File: src/rtl/fault_sweep_pkg.sv
// Shared types and helpers for the stuck-at fault sweep checker.
package fault_sweep_pkg;

  typedef enum logic [1:0] {IDLE, RUN, DONE} state_e;

  function automatic int clog2(input int v);
    int r;
    r = 0;
    while ((1 << r) < v) r++;
    return r;
  endfunction

endpackage

File: src/rtl/fault_sweep_checker_counter.sv
// Vector/settle counters for the sweep; sample marks the last settle cycle of a vector.
module sweep_counter
  import fault_sweep_pkg::*;
#(
  parameter int N_IN   = 3,
  parameter int SETTLE = 1
) (
  input  logic            clk,
  input  logic            rst_n,
  input  logic            clr,
  input  logic            en,
  output logic [N_IN-1:0] vec,
  output logic            sample,
  output logic            last
);

  localparam int SW = (clog2(SETTLE) < 1) ? 1 : clog2(SETTLE);
  localparam logic [SW-1:0] SET_MAX  = SW'(SETTLE - 1);
  localparam logic [SW-1:0] SET_ONE  = SW'(1);
  localparam logic [N_IN:0] VEC_MAX  = {1'b0, {N_IN{1'b1}}};
  localparam logic [N_IN:0] VEC_ONE  = (N_IN + 1)'(1);

  logic [SW-1:0] settle_q, settle_d;
  logic [N_IN:0] vec_q, vec_d;

  assign sample = (settle_q == SET_MAX);
  assign last   = sample && (vec_q == VEC_MAX);
  assign vec    = vec_q[N_IN-1:0];

  always_comb begin
    settle_d = settle_q;
    vec_d    = vec_q;
    if (clr) begin
      settle_d = '0;
      vec_d    = '0;
    end else if (en) begin
      if (sample) begin
        settle_d = '0;
        vec_d    = vec_q + VEC_ONE;
      end else begin
        settle_d = settle_q + SET_ONE;
      end
    end
  end

  always_ff @(posedge clk or negedge rst_n) begin
    if (!rst_n) begin
      settle_q <= '0;
      vec_q    <= '0;
    end else begin
      settle_q <= settle_d;
      vec_q    <= vec_d;
    end
  end

endmodule

File: config.mk
export PLATFORM = sky130hd
export DESIGN_NAME = sweep_counter
export DESIGN_NICKNAME = d
export VERILOG_FILES = /design/src/rtl/fault_sweep_pkg.sv /design/src/rtl/fault_sweep_checker_counter.sv
export SDC_FILE = /design/constraint.sdc
export NUM_CORES = 1
export LEC_CHECK = 0
export CORE_AREA = 2 2 39 41
export CTS_CLUSTER_SIZE = 14
export DETAILED_ROUTE_END_ITERATION = 7
export DIE_AREA = 0 0 41 43
export GPL_TIMING_DRIVEN = 0
export HOLD_SLACK_MARGIN = 0.02
export PLACE_DENSITY_LB_ADDON = 0.05
export SYNTH_ARGS = -nofsm -noshare
export SYNTH_HDL_FRONTEND = slang
export SYNTH_SLANG_ARGS = --single-unit
File: constraint.sdc
create_clock -name clk -period 1.35 [get_ports clk]
set_clock_uncertainty 0.2 [all_clocks]
set_input_delay 0.135 -clock clk [delete_from_list [all_inputs] [get_ports clk]]
set_output_delay 0.135 -clock clk [all_outputs]
set_load 0.05 [all_outputs]
## Word-level counts from Yosys, hierarchy flattened

Cells that the tools add are included.

- Reductions and logical operators: 3
- Eq/ne operators: 2
- Bitwise logic cells: 1
- Add/subtract/negate cells: 2
- Muxes and demuxes: 6

Operators by type and width:

| operator | number |
|---|---|
| 2-to-1 mux 4 bit | 3 |
| adder 4 x 1 -> 4 bit, second input constant | 1 |
| equality test 4 x 3 -> 1 bit, second input constant | 1 |
| 2-to-1 mux 1 bit | 3 |
| inequality test 2 bit, second input constant | 1 |
| AND reduction 2 bit | 1 |
| nonzero test 2 bit | 1 |
| adder 1 bit, second input constant | 1 |
| logical AND 1 bit | 1 |
| NOT 1 bit | 1 |

- Register bits after elaboration: 5
- Output and inout port bits: 5
- Logic and storage cells: 16
- Input port bits: 4

## Depth between registers and ports, before layout

Gate-level depths: netlist (run 1).

- Depth in word-level cells: 4
- Mapped depth: 3
- Mapped depth without buffers: 3

## Worst setup path after synthesis (run 1)

OpenSTA, ideal clock, no wires.

- Kind: register to output
- Start: register vec_q[0]
- End: output port last
- Stages on the path, launching flop included: 4
- Data required time: 1.015 ns
- Slack: -0.246 ns
- Buffers on the path: 0
- Arrival: 1.261 ns
- Cell sequence: dfrtp_1 > ha_1 > nand2_1 > nor2_1

- Cells in the longest elaborated chain, start to end: 2

RTL lines:

| element | line | RTL |
|---|---|---|
| start, declared | fault_sweep_checker_counter.sv:24 | `logic [N_IN:0] vec_q, vec_d;` |
| start signal, assigned | fault_sweep_checker_counter.sv:52 | `vec_q <= vec_d;` |
| equality test 4 x 3 -> 1 bit | fault_sweep_checker_counter.sv:27 | `assign last = sample && (vec_q == VEC_MAX);` |
| logical AND 1 bit | fault_sweep_checker_counter.sv:27 |  |
| end, declared | fault_sweep_checker_counter.sv:14 | `output logic last` |

Every way passes these cells.

## Final worst setup path (run 1)

Same ends and word-level chain as after synthesis.

==> reports/results.ini, run 1 <==
[clock_tree]
cts_buffers = 3
cts_root_buf = clkbuf_4
clk_latency_ps = 230
clockBufferDepth = 2
cts_tree = done
clkTransAtPathRegs_ps = 30
h-tree-depth = 1
clock-sinks = 4

[cells_and_area]
fin_area_um2 = 412.9
largestRegisters = vec_q: 4 flops
regMostFlops = vec_q
largest_reg_flops = 4
synthToLayoutAreaGrowth_pct = 76.47
fillers = 150
diodes = 0
drive_gt1_share_pct = 52.63
nets = 45

[logic_synthesis]
synth_edf_count = 0
async_flop_share_pct = 100.0
synth_nets = 28
yosys-top-cells-count = buf_4 (4), dfrtp_1 (4), nor2_1 (4)
synth.avg_cell_area_um2 = 10.17
yosysTopAreaCellShare_pct = 42.78
synth-main-ff-cell = dfrtp_1
synth_seq_cells = 4
yosys-top-cells-area = dfrtp_1 (43%), buf_4 (13%), mux2_4 (6.4%), nor2_1 (6.4%), ha_1 (5.3%)
syn_inst = 23
yosysSeqAreaShare_pct = 42.78
ys_warn_count = 0
ys_types = 14
synth_top_area_cell = dfrtp_1
syn_area_um2 = 234.0

[status]
violations = setup timing
status = finished, violations left

[route]
vias = 187
first_pass_iters = 1
wl_um = 451
ant_nets = 0
post_drt_via_cell_ratio = 3.463
drt_iter0_markers = 0
routedWlPerCell_um = 8.352
drc = 0

[power]
power_frac_comb_pct = 28.0
p_leak_nw = 0.1991
p_int_uw = 280.0
clockPowerShare_pct = 37.3
vdd_drop_max_uv = 347.5
power_uw = 382.5
p_switching_uw = 102.5
power_frac_seq_pct = 34.7
power.density_nw_per_um2 = 926.5
p_sw_share_pct = 26.80

[die]
rows = 14
die-area_um2 = 1763
die_w_um = 41
start_util_pct = 16.91
core_area_um2 = 1384
die_y_um = 43
io_pins = 9

[place]
io_buffer_count = 7
hpwl_um = 334.5
dp_worst_setup_slack_ps = -555.8
dpl_cell_area_um2 = 331.6
place.gp.congestion = 0.6516

[critical_path]
start_kind = register
arrival_ps = 1100
path_max_fanout = 3
crit_required_ps = 1010
end_kind = primary output
crit_type = register to primary output

[timing]
finalCritPeriodShare_pct = 106.1
fmax_mhz = 698.2
slew_viol_final = 0
hold_viol_final = 0
post-route-worst-setup-slack_ps = -82.34
setup_violations = 1
layout_min_cycle_time_ps = 1432
rsz0062_at_grt = yes

[flow_run]
max-cap-violations = 0

[global_routing]
grt_pass1_vias = 173
grt_util_all_layers_pct = 6.256
overflow = 0
antenna_found_initial = 0
grt_pass1_wl_um = 655
grt_max_degree = 6

[min_path]
hp-class = input port to register

-- power groups by stage --
stage / clock network [mW] / logic (mW) / registers [mW]
4_1_cts: 0.153 / 0.0910 / 0.133
5_1_grt: 0.158 / 0.116 / 0.133
3_3_place_gp: 0 / 0.0827 / 0.136
3_5_place_dp: 0 / 0.0826 / 0.135
6_report: 0.143 / 0.107 / 0.133
2_1_floorplan: 0 / 0.0546 / 0.134
-- critical path, cell delays in order, from the launching register on --
cell,delay [ps]
dfrtp_1,370
ha_2,200
nand2_2,60
nor2_4,90
buf_8,150
-- cell type report --
class	instances	area [um2]	share of cell area, %
repair buffers	12	120.1	29.09
multi-input cells	15	116.4	28.18
flip-flops and latches	4	100.1	24.24
plain buffers	4	33.78	8.182
clock buffers	3	22.52	5.455
well taps	16	20.02	4.848
-- timing repair --
item,4_1_cts,5_1_grt
setup buffers,3,1
hold buffers,1,0
hold endpoints to repair,4,0
gates resized for setup,26,7
endpoints found under the setup margin,4,3
cloned,0,0
pin swaps,1,0
-- kinds of logic (layout without fill, tap and decap cells) --
logic type,Yosys count,after routing,synth area share [%]
other,1,1,1.603
AOI/OAI and AO/OA,2,2,6.415
DFF,4,4,42.78
adders and majority gates,1,1,5.347
buffers and inverters,4,19,12.83
xor gates and xnor gates,1,1,3.744
muxes,2,2,10.69
and+or+nand+nor,8,8,16.58
-- layout by cell type (no fill, tap or decap), types with 2 or more instances in the layout --
master	instances
buf_4	6
buf_6	3
buf_8	2
clkbuf_4	3
clkdlybuf4s50_1	3
dfrtp_1	4
nor2_1	3
-- per-layer routing --
metal / up-vias / global-route usage [%] / wire (um)
li1: 101 / - / -
met1: 79 / 7.190 / 209
met2: 7 / 6.875 / 208
met3: 0 / 1.571 / 32
met4: 0 / 10.00 / 0
met5: - / 0 / 0
-- stage by stage --
step / setup TNS, ps / hold WS, ps / utilization, % / cells
6_report: -82.34 / 371.5 / 29.84 / 54
3_3_place_gp: -1571 / 146.7 / 23.96 / 46
4_1_cts: -102.2 / 366.3 / 27.76 / 53
3_5_place_dp: -1549 / 148.8 / 23.96 / 46
5_1_grt: -146.2 / 379.7 / 29.84 / 54
2_1_floorplan: 0 / -360.6 / - / 23
-- path summary, 6_finish.rpt --
path / from / to / slack (ps) / depth (start not counted)
max: vec_q[0] / last / -80 / 4
min: clr / vec_q[0] / 370 / 2
max reg2reg: vec_q[1] / vec_q[3] / 0 / 4
min reg2reg: vec_q[2] / vec_q[2] / 440 / 2
max in group asynchronous: rst_n / vec_q[1] / 350 / 2
min in group asynchronous: rst_n / vec_q[3] / 440 / 2
(Power assumes the default switching activity.)
==> run 2: changes to the inputs <==
- CAP_MARGIN: default -> 20
- DONT_BUFFER_PORTS: default -> 1
- clock period: 1.35 -> 1.59 ns (I/O delays scaled with it)
==> run 2 against run 1 <==
  * The flow now finishes without violations
  * Register-to-register slack better by 330 ps
  * Routed wire length is 0.22% lower
  * Non-clock buffer count is 6 lower
  * Combinational power is 33% lower
  * First-iteration DRC count stayed put
  * Sequential share of layout area is 5.1 points higher
  * Setup slack better by 140 ps
  * Cell count is 11% lower
  * Final area is 17% lower
  * Core utilization is 5.2 points lower
  * Largest cell class is now multi-input combinational cells
==> reports/results.ini, run 2 (synthesized netlist as in run 1, its figures left out) <==
[clock_tree]
cts_tree = done
h-tree-depth = 1  ; unchanged
clock-sinks = 4  ; unchanged
clockBufferDepth = 2  ; unchanged
clkTransAtPathRegs_ps = 30  ; about the same
cts_root_buf = clkbuf_4
clk_latency_ps = 230  ; about the same
cts_buffers = 3  ; unchanged

[critical_path]
rr_endpoint = vec_q[3]
r2r_cells = 3  ; -1
arrival_ps = 1170  ; +70 ps
path_max_fanout = 3  ; unchanged
worst_r2r_startpoint = vec_q[0]
end_kind = primary output
crit_required_ps = 1230  ; +220 ps
crit_type = register to primary output
reg2reg_setup_slack_ps = 330  ; +330 ps
start_kind = register

[cells_and_area]
synthToLayoutAreaGrowth_pct = 45.99
drive_gt1_share_pct = 40.63  ; -12 points
largestRegisters = vec_q: 4 flops
mostFrequentLayoutCells = buf_4 (6), dlygate4sd3_1 (4), dfrtp_1 (4), nor2_1 (3), clkbuf_4 (3)
fillers = 164  ; +9.3%
layout_commonest_cell = buf_4
regArea_um2 = 100.1  ; unchanged
diodes = 0  ; unchanged
multi_input_area_um2 = 113.9  ; -2.2%
regMostFlops = vec_q
largest_reg_flops = 4  ; unchanged
nets = 39  ; -13%

[min_path]
hp-class = register to register
hold_path_depth = 2  ; unchanged
min_to = vec_q[2]
min-delay-start = vec_q[2]

[route]
wl_um = 450  ; -0.22%
ant_nets = 0  ; unchanged
vias = 172  ; -8.0%
drt_iter0_markers = 0  ; unchanged
first_pass_iters = 1  ; unchanged
routedWlPerCell_um = 9.375  ; +12%
post_drt_via_cell_ratio = 3.583  ; +3.5%
drc = 0  ; unchanged

[global_routing]
grt_max_degree = 6  ; unchanged
grt_pass1_wl_um = 717  ; +9.5%
overflow = 0  ; unchanged
antenna_found_initial = 0  ; unchanged
grt_pass1_vias = 173  ; unchanged
grt_util_all_layers_pct = 6.357  ; +0.10 points

[power]
p_leak_nw = 0.1596  ; -20%
p_switching_uw = 81.13  ; -21%
clockPowerShare_pct = 39.5  ; +2.2 points
power_frac_comb_pct = 23.6  ; -4.4 points
p_sw_share_pct = 26.86  ; +0.066 points
vdd_drop_max_uv = 283.4  ; -18%
p_int_uw = 220.9  ; -21%
power_frac_seq_pct = 36.9  ; +2.2 points
power.density_nw_per_um2 = 884.1  ; -4.6%

[die]
rows = 14  ; unchanged
die_w_um = 41  ; unchanged
die-area_um2 = 1763  ; unchanged
start_util_pct = 16.91  ; unchanged
die_y_um = 43  ; unchanged
io_pins = 9  ; unchanged
core_area_um2 = 1384  ; unchanged

[timing]
slew_viol_final = 0  ; unchanged
fmax_mhz = 654.6
rsz0062_at_grt = no
final.setup.tns_ps = 0  ; +82.34 ps
hold_viol_final = 0  ; unchanged
finalCritPeriodShare_pct = 96.09
holdWs_ps = 421.9  ; +50.38 ps
layout_min_cycle_time_ps = 1528
setup_violations = 0  ; -1

[place]
hpwl_um = 348  ; +4.0%
io_buffer_count = 0  ; -7
place.gp.congestion = 0.6436  ; -1.2%

[flow_run]
max-cap-violations = 0  ; unchanged

[status]
status = finished, final reports clean

## run 2: repair_timing
item	CTS	global route
hold endpoints to repair	8	0
resized for setup	2	0
hold buffers	4	0
setup endpoints to repair	1	0
buffers inserted	2	0
## run 2: final cells by class
| class | count | area share, % |
|---|---|---|
| multi-input cells | 15 | 33.33 |
| flip-flops and latches | 4 | 29.30 |
| repair buffers | 6 | 16.12 |
| plain buffers | 4 | 8.791 |
| clock buffers | 3 | 6.593 |
| well taps | 16 | 5.861 |
## run 2: per-stage QoR
step | setup slack [ps] | instances | power [mW] | util [%] | instance area, um2
global placement | 108.6 | 39 | 0.1645 | 18.54 | 256.5
global route | 3.575 | 48 | 0.3177 | 24.68 | 341.6
finish | 62.24 | 48 | 0.3020 | 24.68 | 341.6
floorplan | 189.8 | 23 | 0.1600 | - | 236.5
detailed placement | 102.3 | 39 | 0.1646 | 18.54 | 256.5
CTS | 41.35 | 48 | 0.3133 | 24.68 | 341.6
## run 2: worst max-delay path, stage by stage, from the launching register on
cell and delay, ps:
dfrtp_1 350, ha_2 200, nand2_1 80, nor2_4 300
## run 2: per-layer routing
metal  vias up  wire length (um)  global-route usage [%]
li1         90                 -                       -
met1        78               197                   8.824
met2         4               224                   7.500
met3         0                28                   1.571
met4         0                 0                   6.000
met5         -                 0                       0
## run 2: power groups by stage
stage | Clock (mW) | Sequential (mW) | Combinational [mW]
final | 0.119 | 0.111 | 0.0713
after global routing | 0.128 | 0.112 | 0.0775
after detailed placement | 0 | 0.115 | 0.0492
after floorplan | 0 | 0.114 | 0.0464
after CTS | 0.129 | 0.111 | 0.0730
after global placement | 0 | 0.115 | 0.0492
## run 2: worst max path at each step
stage             start   end  depth (start not counted)
2_1_floorplan  vec_q[0]  last                          3
3_5_place_dp   vec_q[0]  last                          3
4_1_cts        vec_q[0]  last                          3
3_3_place_gp   vec_q[0]  last                          3
6_report       vec_q[0]  last                          3
5_1_grt        vec_q[0]  last                          3
